===== config.mk =====
export PLATFORM = sky130hd
export DESIGN_NAME = rr_grant_sched16
export DESIGN_NICKNAME = d
export VERILOG_FILES = /design/src/rtl/grant_pkg.sv /design/src/rtl/onehot_dec4to16.sv /design/src/rtl/rr_grant_sched16.sv
export SDC_FILE = /design/constraint.sdc
export NUM_CORES = 1
export LEC_CHECK = 0
export ABC_AREA = 1
export CORE_ASPECT_RATIO = 1.75
export CORE_UTILIZATION = 54
export DETAILED_ROUTE_END_ITERATION = 8
export PLACE_DENSITY = 0.79
export SYNTH_ARGS = -nofsm -noshare
export SYNTH_HDL_FRONTEND = slang
export SYNTH_SLANG_ARGS = --single-unit

===== constraint.sdc =====
create_clock -name clk -period 3.1 [get_ports clk]
set_input_delay 0.62 -clock clk [delete_from_list [all_inputs] [get_ports clk]]
set_output_delay 0.62 -clock clk [all_outputs]
set_load 0.005 [all_outputs]

===== src/rtl/grant_pkg.sv =====
// Shared types and sizes for the 16-way round-robin grant scheduler.
package grant_pkg;
    localparam int NREQ  = 16;
    localparam int IDX_W = 4;

    typedef logic [IDX_W-1:0] idx_t;

    typedef enum logic {
        IDLE  = 1'b0,
        GRANT = 1'b1
    } state_t;
endpackage


===== src/rtl/onehot_dec4to16.sv =====
// Pure combinational 4-bit index to 16-bit one-hot decoder.
module onehot_dec4to16
    import grant_pkg::*;
(
    input  idx_t            idx,
    output logic [NREQ-1:0] onehot
);
    always_comb begin
        onehot      = '0;
        onehot[idx] = 1'b1;
    end
endmodule


===== src/rtl/rr_grant_sched16.sv =====
// Round-robin grant scheduler: picks the next requester after the last winner,
// holds the grant until done, withdrawal or timeout, then re-arbitrates.
module rr_grant_sched16
    import grant_pkg::*;
#(
    parameter int TIMEOUT = 8
) (
    input  logic            clk,
    input  logic            rst_n,
    input  logic [NREQ-1:0] req,
    input  logic            done,
    output logic [NREQ-1:0] gnt,
    output logic [IDX_W-1:0] gnt_idx,
    output logic            gnt_valid,
    output logic            timeout
);
    localparam logic [7:0] HOLD_MAX = 8'(TIMEOUT - 1);

    state_t          state_q, state_d;
    idx_t            ptr_q, ptr_d;
    idx_t            gnt_idx_q, gnt_idx_d;
    logic [7:0]      hold_cnt_q, hold_cnt_d;
    logic            timeout_q, timeout_d;

    logic [2*NREQ-1:0] req_dbl;
    logic [NREQ-1:0]   req_rot;
    idx_t              pe_idx;
    idx_t              pick_idx;
    logic              rel_done, rel_wd, rel_to;
    logic [NREQ-1:0]   dec_out;

    // Rotate so bit 0 is the requester at ptr, find the lowest set bit,
    // then undo the rotation with a mod-16 add.
    always_comb begin
        req_dbl = {req, req};
        req_rot = req_dbl[ptr_q +: NREQ];
        pe_idx  = '0;
        for (int i = NREQ - 1; i >= 0; i--) begin
            if (req_rot[i]) pe_idx = idx_t'(i);
        end
        pick_idx = ptr_q + pe_idx;
    end

    always_comb begin
        state_d    = state_q;
        ptr_d      = ptr_q;
        gnt_idx_d  = gnt_idx_q;
        hold_cnt_d = hold_cnt_q;
        timeout_d  = 1'b0;
        rel_done   = done;
        rel_wd     = ~req[gnt_idx_q];
        rel_to     = (hold_cnt_q == HOLD_MAX);
        case (state_q)
            IDLE: begin
                if (|req) begin
                    gnt_idx_d  = pick_idx;
                    hold_cnt_d = '0;
                    state_d    = GRANT;
                end
            end
            GRANT: begin
                if (rel_done || rel_wd || rel_to) begin
                    ptr_d     = gnt_idx_q + idx_t'(1);
                    state_d   = IDLE;
                    // Only flag a timeout when nothing else would have released.
                    timeout_d = rel_to && !rel_done && !rel_wd;
                end else begin
                    hold_cnt_d = hold_cnt_q + 8'd1;
                end
            end
            default: state_d = IDLE;
        endcase
    end

    always_ff @(posedge clk or negedge rst_n) begin
        if (!rst_n) begin
            state_q    <= IDLE;
            ptr_q      <= '0;
            gnt_idx_q  <= '0;
            hold_cnt_q <= '0;
            timeout_q  <= 1'b0;
        end else begin
            state_q    <= state_d;
            ptr_q      <= ptr_d;
            gnt_idx_q  <= gnt_idx_d;
            hold_cnt_q <= hold_cnt_d;
            timeout_q  <= timeout_d;
        end
    end

    onehot_dec4to16 u_dec (
        .idx    (gnt_idx_q),
        .onehot (dec_out)
    );

    assign gnt_valid = (state_q == GRANT);
    assign gnt       = gnt_valid ? dec_out : '0;
    assign gnt_idx   = gnt_idx_q;
    assign timeout   = timeout_q;
endmodule


==> results, run 1 <==
- The run finished with clean final reports.
- The cell sitting at the root of the clock tree is a clkbuf_8.
- The startpoint of the worst register-to-register path is ptr_q[0].
- The startpoint of the most critical hold path is hold_cnt_q[7].
- The hold violation total from the final report is 0.
- The average wire per standard cell is 16.3 um.
- Setup repair after global routing could not meet its margin everywhere.
- The number of DRC violations after detailed routing is 0.
- The share of total power in sequential cells is 11.2%.
- For the final database, setup skew stands at 0.00256 ns.
- The floorplan step defined a die boundary enclosing 4400 um2.
- The category of the worst setup path capture point is a register.
- Of the total power, the share spent switching nets is 54.0%.
- The startpoint kind of the worst setup timing path is a register.
- Port buffering added 40 buffers.
- VDD sags by at most 0.000766 V.
- In the final design database the tool counted 465 nets.
- The clock network accounts for 4.9% of the total power.
- Counting the buffers created by CTS gives 3.
- The setup slack on the worst flop-to-flop path is 0.08 ns.
- The pin count of the biggest net entering global routing is 20.
- Measured against its own limit, the worst slew margin works out to 46.5%.
- The library cells used most frequently in the layout, excluding fill and tap cells, are 83 x nand2_1, 42 x nand3_1, 37 x buf_4, 35 x nor2_1, 28 x nand3_2.
- The leakage component of the power is 1.60 nW.
- The routed layout has 2884 vias.
- The via count of the first global-routing pass is 2457.
- Setup violations remaining at the end of the flow were counted as 0.
- The wire length of the first global-routing pass is 10300 um.
- The initial antenna violation count is 0.
- The mean instance size in the synthesized netlist is 6.10 um2.
- In the synthesized netlist the dominant register cell turns out to be dfrtp_1.
- The number of instances in the synthesized netlist is 366.
- The total length of routed wires is 7890 um.
- The number of nets in the synthesized netlist is 394.
- The overall overflow remaining after global route is 0.
- The fraction of the cycle the final worst path needs is 97.5%.
- The final total power is 3.83 mW.
- The startpoint-to-endpoint class of the critical path is register to register.
- The worst register-to-register path ends at gnt_idx[1].
- The maximum clock frequency is 331 MHz.
- The post-route netlist has 27.8% of its cells at a drive strength greater than 1.
- The count of pins over their slew limit is 0.
- 0 antenna diodes ended up in the layout.
- Global routing used 30.1% of the available tracks across all layers.
- The data arrival at the endpoint of the critical path is 3.15 ns.
- The half-perimeter wire length after detailed placement is 5210 um.
- The first TritonRoute pass finished after 5 iterations.
- The share of the Yosys chip area taken by registers is 20.2%.
- The mean number of vias per cell is 5.96.
- The distinct cell type count of the synthesized netlist is 40.
- The worst hold path was traced through 2 stages.
- The mapped cell area is 2230 um2.
- The clock period minus worst slack is 3.02 ns.
- The relative contribution of combinational cells to total power is 83.9%.
- The signed area change from the synthesized netlist to the final layout is 47.7%.
- The die is 50.6 um wide.
- The fraction of registers with async set/reset is 100%.
- The count of routing violations after the opening detailed-route iteration is 125.
- The layout has 243 filler cells.
- The cell area after layout is 3300 um2.
- Measured in cells, the most critical reg-to-reg path has a length of 25.
- The number of maximum-capacitance constraint violations is 0.
- The global placement routability congestion is 0.864.
- The worst hold path belongs to the class register to register.
- The vertical die dimension is 87.1 um.
- The analysis attributes to net switching a power of 2.07 mW.
- The synthesized design contains 0 enable-type register cells.
- The most common cell after layout, fill and taps aside is nand2_1.
- Clock-pin slew was measured on the worst setup and hold paths at 0.07 ns.
- The internal power consumption is 1.76 mW.
- The end of the worst hold path is hold_cnt_q[7].
- The number of synthesized register bits is 18.
- The effective utilization at floorplan is 57.2%.
- Clock latency on the worst-skew pair, taken at its later pin, is 0.25 ns.
- The placeable core area is 3900 um2.
- The CTS tree is yes.
- The count of standard-cell rows is 30.
- The slew at the pin closest to its max-slew limit is 0.800 ns.
- The power per standard cell area is 1160 nW/um2.
- For this design, the sink count on the clock tree is 18.
- Counting along the longest clock path gives a buffer depth of 2.
- The maximum net fanout on the critical path is 8.
- CTS built an H-tree with a depth of 1.
- The required time of the worst setup path is 3.22 ns.
- Cells fill 84.5% of the core in the end.
- After clock tree synthesis, the flow added hold-fix buffers numbering 0.
- The number of nets still failing antenna checks after routing is 0.
- Yosys printed 0 warnings.
- The placed cell area is 2880 um2.
- The I/O pin total is 41.
==> kinds of logic after synthesis <==
family	count (synthesis)	share of synthesized area, %
DFF	18	20.2
xor gates and xnor gates	10	3.92
adders and majority gates	9	5.38
AOI/OAI and AO/OA	53	14.2
buffers and inverters	49	11.0
and+or+nand+nor	227	45.3
==> worst max-delay path, cell delays in order (launching register included) <==
cell,delay (ns)
dfrtp_2,0.45
buf_12,0.18
clkinv_16,0.08
nand2_4,0.06
nand3_1,0.15
nand3_2,0.16
nand3_2,0.11
nand2_1,0.08
nand2_1,0.05
nand2_1,0.05
nand2_1,0.05
nand2_1,0.06
nand2_1,0.05
nand2_1,0.05
nand2_1,0.04
nand2_1,0.06
nand2_1,0.04
nand2_1,0.05
nand2_1,0.05
nand2_1,0.05
nand2_1,0.06
a21oi_2,0.14
ha_2,0.21
fa_1,0.43
nor2_1,0.12
a21oi_1,0.06
==> per-stage QoR <==
| stage | std cells | TNS, ns | setup WS, ns | hold WS (ns) |
|---|---|---|---|---|
| finish | 484 | 0 | 0.0760 | 0.571 |
| global route | 484 | -0.356 | -0.173 | 0.608 |
| CTS | 478 | 0 | 0.00269 | 0.571 |
| detailed placement | 474 | -0.819 | -0.302 | 0.557 |
| global placement | 474 | -0.667 | -0.263 | 0.551 |
| floorplan | 366 | 0 | 0.462 | 0.324 |
==> power groups by stage <==
stage               Clock, mW  Combinational (mW)  Sequential, mW
finish                  0.189                3.21           0.429
floorplan                   0                1.87           0.359
CTS                     0.189                2.67           0.411
global placement            0                2.60           0.409
detailed placement          0                2.65           0.414
global route            0.198                3.47           0.442
==> layout make-up <==
type	instances	area (um2)	share of cell area, %
repair inverters	1	16.3	0.493
multi-input cells	299	1770	53.6
inverters	32	155	4.71
clock buffers	4	55.1	1.67
well taps	48	60.1	1.82
flip-flops and latches	18	453	13.7
repair buffers	82	790	23.9
==> cells in the mapped netlist, types with 2 or more instances <==
| master | instances | area, um2 |
|---|---|---|
| nor4_1 | 3 | 18.8 |
| nor3_1 | 5 | 25.0 |
| nand3_2 | 3 | 30.0 |
| nand2_2 | 7 | 43.8 |
| nor2_1 | 35 | 131 |
| o22ai_1 | 9 | 56.3 |
| buf_2 | 7 | 35.0 |
| xnor2_1 | 3 | 26.3 |
| buf_4 | 3 | 22.5 |
| o21ai_1 | 6 | 30.0 |
| xor2_1 | 7 | 61.3 |
| inv_2 | 2 | 7.51 |
| dfrtp_1 | 18 | 450 |
| a21oi_1 | 7 | 35.0 |
| inv_1 | 27 | 101 |
| nand3_1 | 68 | 340 |
| nand2_1 | 100 | 375 |
| clkbuf_1 | 3 | 11.3 |
| buf_6 | 3 | 33.8 |
| ha_1 | 8 | 100 |
| nand4_1 | 2 | 12.5 |
| o21ai_0 | 19 | 95.1 |
| o21ai_2 | 4 | 35.0 |
==> flip-flops by register name (all words and copies together), names as in the netlist <==
register and cells:
timeout 1, gnt_valid 1, hold_cnt_q 8, gnt_idx 4, ptr_q 4
==> how the worst max path moves through the flow <==
stage,cells after the start,startpoint,end
floorplan,24,ptr_q[1],gnt_idx[2]
global placement,25,req[8],gnt_idx[1]
detailed placement,25,req[6],gnt_idx[1]
CTS,25,req[5],gnt_idx[1]
global route,25,ptr_q[0],gnt_idx[1]
finish,25,ptr_q[0],gnt_idx[1]
==> metal layers <==
metal  global-route usage [%]  wire length, um  vias to the layer above  share of wire [%]
met5                        0                0                        -                  0
met4                     12.1              450                        0                5.7
met3                     2.27              382                       46                4.8
met2                     61.0             4240                      129                 54
met1                     30.1             2820                     1346                 36
li1                         -                -                     1363                  -
==> repair_timing <==
action / in CTS / in global routing
resized for setup: 9 / 73
buffers inserted: 0 / 3
endpoints found under the setup margin: 2 / 3
pin swaps: 0 / 18
hold endpoints to repair: 0 / 0
cloned: 0 / 3
(Power assumes the default switching activity.)
==> run 2: changes to the inputs <==
==> constraint.sdc (replaced) <==
create_clock -name clk -period 3.1 [get_ports clk]
set_input_delay 0.31 -clock clk [delete_from_list [all_inputs] [get_ports clk]]
set_output_delay 0.31 -clock clk [all_outputs]
set_load 0.005 [all_outputs]
==> results, run 2 (synthesized netlist as in run 1, its figures left out) <==
- The internal power consumption came to 1.58 mW (-10%).
- The mean number of vias per cell was 6.00 (+0.77%).
- The CTS sink count was 18 (unchanged).
- The leakage component of the power came to 1.37 nW (-14%).
- In the layout the commonest cells are 85 x nand2_1, 48 x nand3_1, 40 x clkdlybuf4s50_1, 35 x nor2_1, 26 x inv_1.
- The antenna diode instance count is 0 (unchanged).
- The cell sitting at the root of the clock tree is a clkbuf_8.
- The die footprint came to 4400 um2 (unchanged).
- The power per standard cell area is 1160 nW/um2 (+0.11%).
- The final worst hold slack was 0.515 ns (-0.0563 ns).
- The slew at the pin closest to its max-slew limit is 0.801 ns (+0.000543 ns).
- The maximum level of the CTS H-tree was 1 (unchanged).
- The worst relative slew slack is 46.5% (about the same).
- The latest clock arrival within the worst-skew pair was 0.26 ns (about the same).
- The count of pins over their slew limit is 0 (unchanged).
- The post-route core utilization is 77.3% (-7.2 points).
- The hold violation total from the final report is 0 (unchanged).
- The vertical die dimension is 87.1 um (unchanged).
- The clock transition at the register clock pins on the worst setup and hold paths after CTS is 0.07 ns (about the same).
- The signal on the critical path passes through buf_12 > buf_12 > nand2_2 > nand3_2 > buf_4 > nand3_1 > nand2_1 > inv_2 > nand2_1 > o21ai_2 > nand2_1 > nor2_1 > o21ai_0 > a21oi_1 > ha_1 > a21oi_1 > nand2_1 > xor2_1 > xnor2_1 > o21ai_1.
- The largest buffer count on any clock path is 2 (unchanged).
- The share of total power in sequential cells is 11.9% (+0.7 points).
- The maximum vdd drop is 0.000773 V (+1.0%).
- The path class of the tightest hold or removal check is input port to asynchronous set/reset pin.
- The number of flip-flops under the largest register name is 8 (unchanged).
- The horizontal die dimension is 50.6 um (unchanged).
- The wire length of the first global-routing pass is 10300 um (-0.67%).
- The part of the total power dissipated in the clock network is 5.6% (+0.7 points).
- The number of instances in the placed design came to 445 (-6.1%).
- The count of routing violations after the opening detailed-route iteration is 131 (+4.8%).
- The global placement routability congestion is 0.901 (+4.2%).
- The count of standard-cell rows is 30 (unchanged).
- The number of DRC violations after detailed routing is 0 (unchanged).
- The effective utilization at floorplan is 57.2% (unchanged).
- The number of maximum-capacitance constraint violations came to 0 (unchanged).
- The startpoint kind of the worst setup timing path is a register.
- The run finished with clean final reports.
- The final count of negative-setup-slack endpoints is 0 (unchanged).
- Relative to the synthesized area, the layout overhead comes to 35.1%.
- The number of buffer cells added on primary ports is 40 (unchanged).
- The number of nets still failing antenna checks after routing is 0 (unchanged).
- The fraction of the cycle the final worst path needs is 99.0% (+1.5 points).
- The count of placed standard cells in the final layout, fillers left out is 460 (-5.0%).
- The initial antenna violation count is 0 (unchanged).
- The net load switching power is 1.93 mW (-6.9%).
- The data arrival at the endpoint of the critical path came to 3.21 ns (+0.06 ns).
- The via count of the first global-routing pass is 2384 (-3.0%).
- The number of buffers added by the clock tree synthesis step is 3 (unchanged).
- The maximum net fanout on the critical path was 4 (-4).
- Leaving out fill and tap cells, the most frequent cell in the layout is nand2_1.
- The pin count of the biggest net entering global routing was 20 (unchanged).
- The total length of routed wires was 7240 um (-8.3%).
- Setup repair after global routing could not meet its margin everywhere.
- The via count of the routed design is 2762 (-4.2%).
- The overall track demand over capacity in global routing came to 30.0% (-0.11 points).
- The master of the slowest instance on the critical path is dfrtp_2.
- The maximum clock frequency was 326 MHz (-1.5%).
- The final total power is 3.51 mW (-8.4%).
- The setup TNS after final layout is 0 ns (unchanged).
- The worst setup path is of the register to register kind.
- The highest cell delay on the worst timing path came to 0.48 ns (+0.03 ns).
- The cell with the most instances on the worst path is nand2_1.
- The worst setup path is captured at a register.
- Counting flops per register, the top entry is hold_cnt_q.
- The clock period minus worst slack came to 3.07 ns (+0.0457 ns).
- The overall overflow remaining after global route is 0 (unchanged).
- The number of nets at the end of the flow was 441 (-5.2%).
- The I/O pin total is 41 (unchanged).
- The switching fraction of total power is 54.9% (+0.91 points).
- The fraction of layout instances using a drive strength above 1 is 20.9% (-6.9 points).
- The half-perimeter wire length after detailed placement is 5090 um (-2.2%).
- The clock skew is 0.00110 ns (-0.00146 ns).
- The required time of the worst setup path was 3.24 ns (+0.02 ns).
- The relative contribution of combinational cells to total power was 82.6% (-1.3 points).
- TritonCTS built the clock tree.
- The number of detailed-route iterations in the first pass was 5 (unchanged).
- The average wire per standard cell is 15.7 um (-3.5%).
- The number of hold buffers added after cts was 0 (unchanged).
- The placeable core area is 3900 um2 (unchanged).
[run 2: changes by cell type in the layout (fill, tap and decap cells not counted), sizes merged]
cell	delta
buf	-24
clkdlybuf4s50	+16
dlygate4sd2	-8
dlymetal6s2s	-8
inv	+2
clkinv	-1
clkinvlp	-1
[run 2: layout make-up]
| class | count | area (um2) |
|---|---|---|
| multi-input cells | 299 | 1690 |
| fillers | 301 | 887 |
| repair buffers | 58 | 596 |
| flip-flops and latches | 18 | 452 |
| inverters | 32 | 149 |
| well taps | 48 | 60.1 |
| clock buffers | 4 | 55.1 |
| repair inverters | 1 | 11.3 |
[run 2: repair_timing]
item	in CTS	in global routing
resized for setup	0	47
setup buffers	0	8
endpoints found under the setup margin	0	3
[run 2: layer usage]
metal	wire length (um)	GRT usage [%]
met1	2610	31.2
met2	3870	58.3
met3	407	1.75
met4	353	15.2
met5	0	0
[run 2: per-stage QoR]
stage / setup slack (ns) / cell area (um2)
floorplan: 0.462 / 2230
global placement: 0.00975 / 2650
detailed placement: 0.00201 / 2650
CTS: 0.180 / 2700
global route: -0.136 / 3020
finish: 0.0303 / 3020
[run 2: power by group through the flow]
stage	Sequential [mW]	Clock (mW)	Combinational, mW
after floorplan	0.359	0	1.87
after global placement	0.403	0	2.36
after detailed placement	0.405	0	2.39
after CTS	0.400	0.193	2.41
after global routing	0.424	0.200	3.16
final	0.416	0.195	2.90
[run 2: worst paths after layout]
check / from / end / depth (start not counted) / slack [ns]
setup / recovery: ptr_q[0] / gnt_idx[3] / 20 / 0.03
hold / removal: rst_n / hold_cnt_q[0] / 1 / 0.52
setup reg to reg: ptr_q[0] / gnt_idx[3] / 20 / 0.03
hold reg to reg: hold_cnt_q[1] / hold_cnt_q[1] / 2 / 0.58
max in group asynchronous: rst_n / ptr_q[0] / 1 / 2.04
min in group clk: hold_cnt_q[1] / hold_cnt_q[1] / 2 / 0.58
[run 2: worst max-delay path: cells and delay by family, from the launching register on]
kind,cells,cell delay [ns]
buffers and inverters,4,0.54
xor gates and xnor gates,2,0.35
and+or+nand+nor,8,0.68
AOI/OAI and AO/OA,5,0.61
DFF,1,0.48
adders and majority gates,1,0.29
==> run 3: changes to the inputs <==
Settings changed: CORE_UTILIZATION 54 to 45, PLACE_DENSITY 0.79 to 0.67, REMOVE_ABC_BUFFERS set to 1.
==> results, run 3 (synthesized netlist as in run 1, its figures left out) <==
- The maximum level of the CTS H-tree is 1 (unchanged).
- The half-perimeter wire length after detailed placement came to 5280 um (+3.7%).
- Compared with the post-synthesis result, the final layout area differs by 38.7%.
- The critical path goes through buf_12 > inv_8 > nand2_2 > nand3_1 > nand2_1 > o21ai_0 > nand2_1 > nand2_1 > inv_1 > nand2_1 > nor2_1 > o21ai_1 > a21oi_1 > ha_1 > a21oi_2 > nand2_2 > xor2_2 > xnor2_1 > o21ai_1.
- The cell with the most instances on the worst path is nand2_1.
- In this run the critical register-to-register path is launched from ptr_q[0].
- The maximum clock frequency is 336 MHz (+3.1%).
- The root buffer cell is clkbuf_8.
- The clock period minus worst slack is 2.98 ns (-0.0920 ns).
- The required time of the worst setup path is 3.23 ns (about the same).
- The via count of the routed design was 2624 (-5.0%).
- The average wire per standard cell was 15.0 um (-4.5%).
- The maximum vdd drop is 0.000747 V (-3.4%).
- Setup repair after global routing could not meet its margin everywhere.
- The flow ran to the end, and the final reports show no timing, DRC or antenna violations.
- The post-route core utilization came to 65.8% (-11 points).
- The clock transition at the register clock pins on the worst setup and hold paths after CTS was 0.07 ns (about the same).
- The I/O pin total is 41 (unchanged).
- The antenna diode instance count was 0 (unchanged).
- The total length of routed wires was 6990 um (-3.5%).
- The overall track demand over capacity in global routing was 25.8% (-4.2 points).
- The mean number of vias per cell is 5.64 (-6.0%).
- The number of maximum-capacitance constraint violations came to 0 (unchanged).
- The clock skew is 0.00328 ns (+0.00218 ns).
- The number of buffer and inverter instances along the worst setup path was 3 (-1).
- The power per standard cell area is 1140 nW/um2 (-2.4%).
- The most critical setup path has its startpoint at ptr_q[0].
- The count of pins over their slew limit was 0 (unchanged).
- The overall overflow remaining after global route was 0 (unchanged).
- The number of instances in the placed design is 456 (+2.5%).
- The worst setup path is of the register to register kind.
- The via count of the first global-routing pass is 2409 (+1.0%).
- The horizontal die dimension is 55.2 um (+9.2%).
- The number of DRC violations after detailed routing is 0 (unchanged).
- The cell depth of the worst flop-to-flop path is 19 (-5.0%).
- The highest cell delay on the worst timing path is 0.48 ns (about the same).
- The worst register-to-register path ends at gnt_idx[3].
- The number of hold buffers added after cts came to 0 (unchanged).
- The category of cells accounting for the largest share of critical-path delay is compound AO/OA/AOI/OAI gates.
- The effective utilization at floorplan is 47.4% (-9.8 points).
- The worst relative slew slack is 46.6% (+0.16 points).
- The number of detailed-route iterations in the first pass is 4 (-1).
- The maximum net fanout on the critical path is 8 (+4).
- The data arrival at the endpoint of the critical path came to 3.11 ns (-0.10 ns).
- The initial antenna violation count is 0 (unchanged).
- The final count of negative-setup-slack endpoints is 0 (unchanged).
- The number of buffer cells added on primary ports is 40 (unchanged).
- The number of buffers added by the clock tree synthesis step is 3 (unchanged).
- The global placement routability congestion is 0.935 (+3.8%).
- The most common cell after layout, fill and taps aside is nand2_1.
- The hold violation total from the final report is 0 (unchanged).
- The number of nets at the end of the flow came to 442 (+0.23%).
- STA classifies the critical path startpoint as a register.
- The path class of the tightest hold or removal check is input port to asynchronous set/reset pin.
- The count of standard-cell rows came to 33 (+10%).
- The pin count of the biggest net entering global routing is 20 (unchanged).
- The largest individual stage delay along the critical path comes from the cell dfrtp_2.
- TritonCTS built the clock tree.
- The count of routing violations after the opening detailed-route iteration is 120 (-8.4%).
- In the layout the commonest cells are 85 x nand2_1, 40 x nand3_1, 40 x clkdlybuf4s50_1, 33 x nor2_1, 31 x nand3_2.
- The fraction of the cycle the final worst path needs is 96.1% (-3.0 points).
- Following the worst setup path forward leads to its endpoint at gnt_idx[3].
- The slew at the pin closest to its max-slew limit is 0.798 ns (-0.00237 ns).
- The wire length on met2 was 3850 um (-0.36%).
- The fraction of layout instances using a drive strength above 1 came to 24.7% (+3.8 points).
- The count of placed standard cells in the final layout, fillers left out is 465 (+1.1%).
- The number of flip-flops under the largest register name is 8 (unchanged).
- The setup slack on the worst flop-to-flop path was 0.12 ns (+0.09 ns).
- The leakage component of the power is 1.40 nW (+2.0%).
- The wire length of the first global-routing pass was 10900 um (+5.9%).
- The CTS sink count is 18 (unchanged).
- The sum of routed wire segments on met1 is 2630 um (+0.69%).
- The die footprint was 5260 um2 (+19%).
- The largest register by flop count is hold_cnt_q.
- The smallest setup slack after layout is 0.122 ns (+0.0920 ns).
- The final total power came to 3.51 mW (+0.24%).
- The largest buffer count on any clock path is 2 (unchanged).
- The uppermost layer routed is met4.
- The vertical die dimension was 95.2 um (+9.3%).
- The worst setup timing slack at the placement stage is -0.0321 ns (-0.0341 ns).
- The latest clock arrival within the worst-skew pair is 0.26 ns (about the same).
- The setup TNS after final layout is 0 ns (unchanged).
- The category of the worst setup path capture point is a register.
- The logic depth of the worst path, buffers included came to 19 (-5.0%).
- The amount of wire on met3 after detailed routing is 214 um (-47%).
- The number of nets still failing antenna checks after routing is 0 (unchanged).
- The placeable core area is 4710 um2 (+21%).
-- run 3: cell count changes in the layout (fill, tap and decap cells not counted), moves of 2 or more --
| cell | delta |
|---|---|
| nor2_1 | -2 |
| nor2_2 | +2 |
| nand2_2 | -2 |
| o21ai_0 | -3 |
| nand2_4 | +2 |
| nand3_2 | +8 |
| a21oi_2 | +2 |
| buf_4 | +2 |
| nand3_1 | -8 |
| a21oi_1 | -2 |
| o21ai_1 | +3 |
-- run 3: area by class of cell --
type	count	area [um2]
multi-input cells	299	1770
fillers	444	1610
repair buffers	59	591
flip-flops and latches	18	452
inverters	32	149
well taps	52	65.1
clock buffers	4	55.1
repair inverters	1	11.3
-- run 3: worst min path at each step --
stage                        startpoint             to  slack, ns  cells past startpoint
final                             rst_n  hold_cnt_q[6]       0.52                      1
after global routing              rst_n  hold_cnt_q[6]       0.59                      1
after CTS                         rst_n  hold_cnt_q[2]       0.53                      1
after detailed placement  hold_cnt_q[7]  hold_cnt_q[7]       0.57                      2
after global placement    hold_cnt_q[2]  hold_cnt_q[2]       0.55                      2
after floorplan                   rst_n     gnt_idx[0]       0.01                      0
-- run 3: through the flow --
stage / hold WS, ns / cell area, um2
detailed placement: 0.565 / 2710
floorplan: 0.0144 / 2110
global placement: 0.552 / 2710
global route: 0.591 / 3100
finish: 0.516 / 3100
CTS: 0.532 / 2760
-- run 3: repair_timing --
item | in CTS | in global routing
setup endpoints to repair | 0 | 3
setup buffers | 0 | 2
gates resized for setup | 0 | 67
-- run 3: metal layers --
layer  vias up  global-route usage [%]
met2        70                    51.4
met5         -                       0
li1       1318                       -
met3        25                    1.76
met4         0                    11.9
met1      1211                    27.1
-- run 3: where the power goes --
part	internal, mW	switching (mW)	total [mW]
combinational	1.16	1.74	2.91
clock	0.113	0.0769	0.190
sequential	0.307	0.112	0.419
total	1.58	1.93	3.51
-- run 3: worst register-to-register path, delay by kind of cell, from the launching register on --
kind / cells / cell delay, ns
compound gates: 5 / 0.71
simple gates: 8 / 0.61
flops: 1 / 0.48
fa+ha+maj: 1 / 0.37
xor+xnor: 2 / 0.35
buf+inv: 3 / 0.32
